===== config.mk =====
export PLATFORM = sky130hd
export DESIGN_NAME = issue_scoreboard
export DESIGN_NICKNAME = d
export VERILOG_FILES = /design/src/rtl/issue_scoreboard.sv
export SDC_FILE = /design/constraint.sdc
export NUM_CORES = 1
export LEC_CHECK = 0
export CAP_MARGIN = 20
export CORE_MARGIN = 2
export CORE_UTILIZATION = 40
export DETAILED_ROUTE_END_ITERATION = 7
export PLACE_DENSITY = 0.69
export SYNTH_ARGS = -nofsm -noshare
export SYNTH_HDL_FRONTEND = slang
export SYNTH_SLANG_ARGS = --single-unit

===== constraint.sdc =====
create_clock -name clk -period 2.91 [get_ports clk]
set_input_delay 0.291 -clock clk [delete_from_list [all_inputs] [get_ports clk]]
set_output_delay 0.291 -clock clk [all_outputs]
set_load 0.03 [all_outputs]

===== src/rtl/issue_scoreboard.sv =====
// Issue controller between decode and EX: per-register pending-write counters,
// RAW/saturation hold of decode, ID->EX issue qualification and drain sequencing.
module issue_scoreboard #(
  parameter int unsigned CNT_W = 2
) (
  input  logic       clk,
  input  logic       rst_n,
  input  logic       i_dec_valid,
  input  logic [4:0] i_rs1,
  input  logic [4:0] i_rs2,
  input  logic [4:0] i_rd,
  input  logic       i_uses_rs1,
  input  logic       i_uses_rs2,
  input  logic       i_writes_rd,
  input  logic       i_ex_ready,
  input  logic       i_flush,
  input  logic       i_wb_valid,
  input  logic [4:0] i_wb_rd,
  input  logic       i_drain_req,
  output logic       o_issue,
  output logic       o_stall,
  output logic       o_busy,
  output logic       o_drain_done,
  output logic [1:0] o_state,
  output logic       o_sb_err
);

  localparam logic [1:0] RUN   = 2'd0;
  localparam logic [1:0] DRAIN = 2'd1;
  localparam logic [1:0] DONE  = 2'd2;

  logic [CNT_W-1:0] cnt [32];
  logic [1:0]       state;
  logic [1:0]       state_nxt;
  logic             sb_err;
  logic             hazard;
  logic             busy;
  logic             wb_err;
  logic [31:0]      inc_vec;
  logic [31:0]      dec_vec;

  // cnt[0] is reset and never written, so x0 lookups always read zero
  always_comb begin
    hazard = (i_uses_rs1  && (i_rs1 != 5'd0) && (cnt[i_rs1] != '0)) ||
             (i_uses_rs2  && (i_rs2 != 5'd0) && (cnt[i_rs2] != '0)) ||
             (i_writes_rd && (i_rd  != 5'd0) && (cnt[i_rd]  == '1));
    o_issue = i_dec_valid && i_ex_ready && !i_flush && !i_drain_req &&
              (state == RUN) && !hazard;
    o_stall = !i_flush && ((state != RUN) || i_drain_req || (i_dec_valid && !o_issue));
  end

  always_comb begin
    busy    = 1'b0;
    inc_vec = '0;
    dec_vec = '0;
    for (int unsigned r = 1; r < 32; r++) begin
      busy       = busy | (cnt[r] != '0);
      inc_vec[r] = o_issue && i_writes_rd && (i_rd == 5'(r));
      dec_vec[r] = i_wb_valid && (i_wb_rd == 5'(r)) && (cnt[r] != '0);
    end
    wb_err = i_wb_valid && (i_wb_rd != 5'd0) && (cnt[i_wb_rd] == '0);
  end

  always_comb begin
    state_nxt = state;
    case (state)
      RUN:     if (i_drain_req) state_nxt = DRAIN;
      DRAIN:   if (!busy)       state_nxt = DONE;
      DONE:                     state_nxt = RUN;
      default:                  state_nxt = RUN;
    endcase
  end

  always_ff @(posedge clk or negedge rst_n) begin
    if (!rst_n) begin
      for (int unsigned r = 0; r < 32; r++) cnt[r] <= '0;
      state  <= RUN;
      sb_err <= 1'b0;
    end else begin
      for (int unsigned r = 1; r < 32; r++) begin
        if (inc_vec[r] && !dec_vec[r])
          cnt[r] <= cnt[r] + CNT_W'(1);
        else if (dec_vec[r] && !inc_vec[r])
          cnt[r] <= cnt[r] - CNT_W'(1);
      end
      state <= state_nxt;
      if (wb_err) sb_err <= 1'b1;
    end
  end

  assign o_busy       = busy;
  assign o_drain_done = (state == DONE);
  assign o_state      = state;
  assign o_sb_err     = sb_err;

endmodule


==> metrics.csv <==
stage,metric,value,unit
status,status,"complete, no violations",
timing,worst setup margin,0.0320,ns
drt,Via-to-Cell Ratio,5.85,
timing,# setup viols final,0,
power,Power Internal,2560,uW
timing,final total negative setup slack,0,ns
power,switching portion of total power,0.351,
global_route,gr usage total,0.246,
placement,Placer Congestion,0.989,
logic_synthesis,register bit total from synthesis,65,
die,die height,122,microns
logic_synthesis,synthesized area per cell,9.57,sq um
timing,RSZ-0062 raised after global routing,true,
drt,Iter 0 DRT Violations,427,
timing,final worst path period need,2.88,ns
min_path,Hold Crit Class,in2async,
placement,dpl ws,-0.253,ns
finish,# nets final,740,
logic_synthesis,"EDFF count, synth",0,
job,max-cap violation count,0,
die,die area,14900,sq um
timing,post-route clock period utilization,0.989,
placement,detailed-placement wirelength estimate,13000,microns
timing,max-slew violation count,0,
drt,DR pass1 iterations,5,
clock_network,clk root buf,clkbuf_16,
drt,DR DRC count,0,
setup_path,crit path kind,reg2out,
clock_network,worst skew pair latency,0.35,ns
global_route,antenna violations before repair,0,
power,Comb power frac,0.359,
logic_synthesis,Mapped Cells,581,
logic_synthesis,Synth warnings,2,
setup_path,crit path capture type,output port,
setup_path,Top delay family on crit path,compound AO/OA/AOI/OAI gates,
power,PnR Total Power,3940,uW
setup_path,Worst EP required,2.62,ns
logic_synthesis,Async SR Flop Fraction,1.00,
logic_synthesis,count of different cell masters after synthesis,50,
clock_network,cts hold-fix bufs,0,
setup_path,crit-path max FO,17,
die,IO Pins,37,
die,Starting Density,0.405,
drt,wire per inst,20.1,microns
power,Seq pwr share,0.333,
clock_network,clk sinks,65,
drt,vias,5051,
setup_path,Worst Path Buf+Inv,3,
global_route,GRT overflow,0,
finish,antenna cells,0,
clock_network,CTS Buf Count,9,
logic_synthesis,register area share after synthesis,0.292,
power,Net Switching,1380,uW
die,Die X,122,microns
timing,Slew HR,0.417,
clock_network,H-tree levels,3,
global_route,pin count of the biggest net entering global routing,66,
timing,Final Hold Vio Count,0,
setup_path,critical path data arrival time,2.59,ns
timing,Clock Skews,0.00871,ns
power,Max VDD drop,294,uV
logic_synthesis,Post-synth top flop,dfrtp_1,
global_route,first-pass GRT wire length,27500,microns
power,Power Density,550,nW/um^2
placement,I/O Buffers,36,
setup_path,CP peak stage delay,0.48,ns
timing,f_max,0.347,GHz
setup_path,Slowest cell on crit path,mux4_2,
global_route,vias in the first global route,5068,
drt,antenna-violating nets left,0,
die,Core ar.,13700,sq um
power,Leak,0.00314,uW
clock_network,Clock Pin Slew Worst Setup and Hold Paths,0.06,ns
die,num rows,43,
logic_synthesis,Netlist Area Pre-Place,5560,sq um
timing,Worst-Margin Slew,0.875,ns
setup_path,critical path startpoint category,flip-flop,
finish,share of post-route cells with drive strength above 1,0.301,
clock_network,clock buffer depth,2,
drt,DRT Wirelength,17400,microns
setup_path,worst path cell trace,nor2_1 > buf_4 > mux4_2 > a2111o_1 > nand4_4 > buf_12 > o21a_1 > buf_6,
clock_network,TritonCTS clock tree,done,
finish,Area growth syn-to-layout,28.8,%
power,clock power share,0.308,
logic_synthesis,post-synth net total,642,
==> routing by layer <==
metal,up-vias,track usage,share of wire
li1,2260,-,-
met1,2474,0.329,0.42
met2,272,0.367,0.45
met3,45,0.0815,0.10
met4,0,0.0991,0.032
met5,-,0,0
==> power by group through the flow <==
| stage | combinational, uW | sequential, uW | clock, uW |
|---|---|---|---|
| after global routing | 1500 | 1330 | 1280 |
| after detailed placement | 1280 | 1290 | 0 |
| after CTS | 1300 | 1280 | 1240 |
| after floorplan | 813 | 1230 | 0 |
| after global placement | 1270 | 1280 | 0 |
| final | 1410 | 1310 | 1210 |
==> layout by cell type, fill, tap and decap left out, types with 12 or more instances in the layout <==
master / netlist / final
xnor2_1: 31 / 31
nor3_1: 23 / 17
nand2_1: 54 / 53
mux4_2: 24 / 24
clkdlybuf4s50_1: 0 / 27
buf_4: 0 / 69
dfrtp_1: 65 / 60
nor2_2: 1 / 19
nand3b_1: 30 / 30
nor2_1: 85 / 62
ha_1: 31 / 28
nor3_2: 30 / 30
nand2b_1: 12 / 12
xor2_1: 62 / 60
==> cell type report <==
type	count	area, sq um
Multi-Input combinational cell	481	3880
Timing Repair Buffer	114	1050
Inverter	8	33.8
Clock inverter	5	77.6
Fill cell	1219	6560
Tap cell	180	225
Clock buffer	11	253
Sequential cell	65	1630
==> cells in the mapped netlist (all sizes together), types with 2 or more instances <==
master	instances	area, sq um
a211o	2	17.5
a211oi	5	37.5
a21oi	11	55.1
a221oi	3	26.3
a22oi	2	25.0
and2	2	12.5
and3	2	12.5
and4	5	43.8
buf	18	178
clkbuf	9	33.8
dfrtp	65	1630
ha	31	388
inv	8	30.0
mux2	3	33.8
mux2i	2	20.0
mux4	24	541
nand2	54	203
nand2b	12	75.1
nand3	11	55.1
nand3b	30	225
nand4	6	52.6
nor2	86	325
nor2b	7	43.8
nor3	53	415
nor4	5	31.3
o211ai	7	66.3
o21ai	10	53.8
o22ai	3	18.8
o311ai	2	17.5
or2	2	12.5
xnor2	31	272
xor2	62	543
==> logic make-up after synthesis <==
kind of cell | after synthesis | share of synthesized area
AOI/OAI and AO/OA | 50 | 0.0652
muxes | 29 | 0.107
DFF | 65 | 0.292
adders and majority gates | 31 | 0.0697
buffers and inverters | 35 | 0.0434
and+or+nand+nor | 278 | 0.276
xor gates and xnor gates | 93 | 0.146
==> per-stage QoR <==
step,utilization,cells,instance area (sq um),hold WS [ns]
CTS,0.503,854,6910,0.178
finish,0.522,864,7160,0.0996
global route,0.522,864,7160,0.191
detailed placement,0.476,837,6530,0.468
floorplan,-,581,5560,-0.00459
global placement,0.476,837,6530,0.459
==> path summary, 6_finish.rpt <==
check | from | slack (ns) | endpoint | cells after the start
worst max-delay path | cnt[17] | 0.03 | o_stall | 8
worst min-delay path | rst_n | 0.1 | o_sb_err | 2
worst max register to register | cnt[4] | 0.10 | cnt[57] | 14
worst min register to register | o_sb_err | 0.47 | o_sb_err | 1
max in group asynchronous | rst_n | 2.12 | cnt[18] | 2
min in group clk | o_sb_err | 0.47 | o_sb_err | 1
==> sequential cells by signal (all words and copies together), names as in the netlist <==
| register | count |
|---|---|
| o_sb_err | 1 |
| o_state | 2 |
| cnt | 62 |
==> timing repair <==
action,in CTS,in global routing
setup endpoints to repair,3,33
pin swaps,2,9
hold endpoints to repair,0,0
gates resized for setup,16,50
buffers inserted,1,11
(Power assumes the default switching activity.)
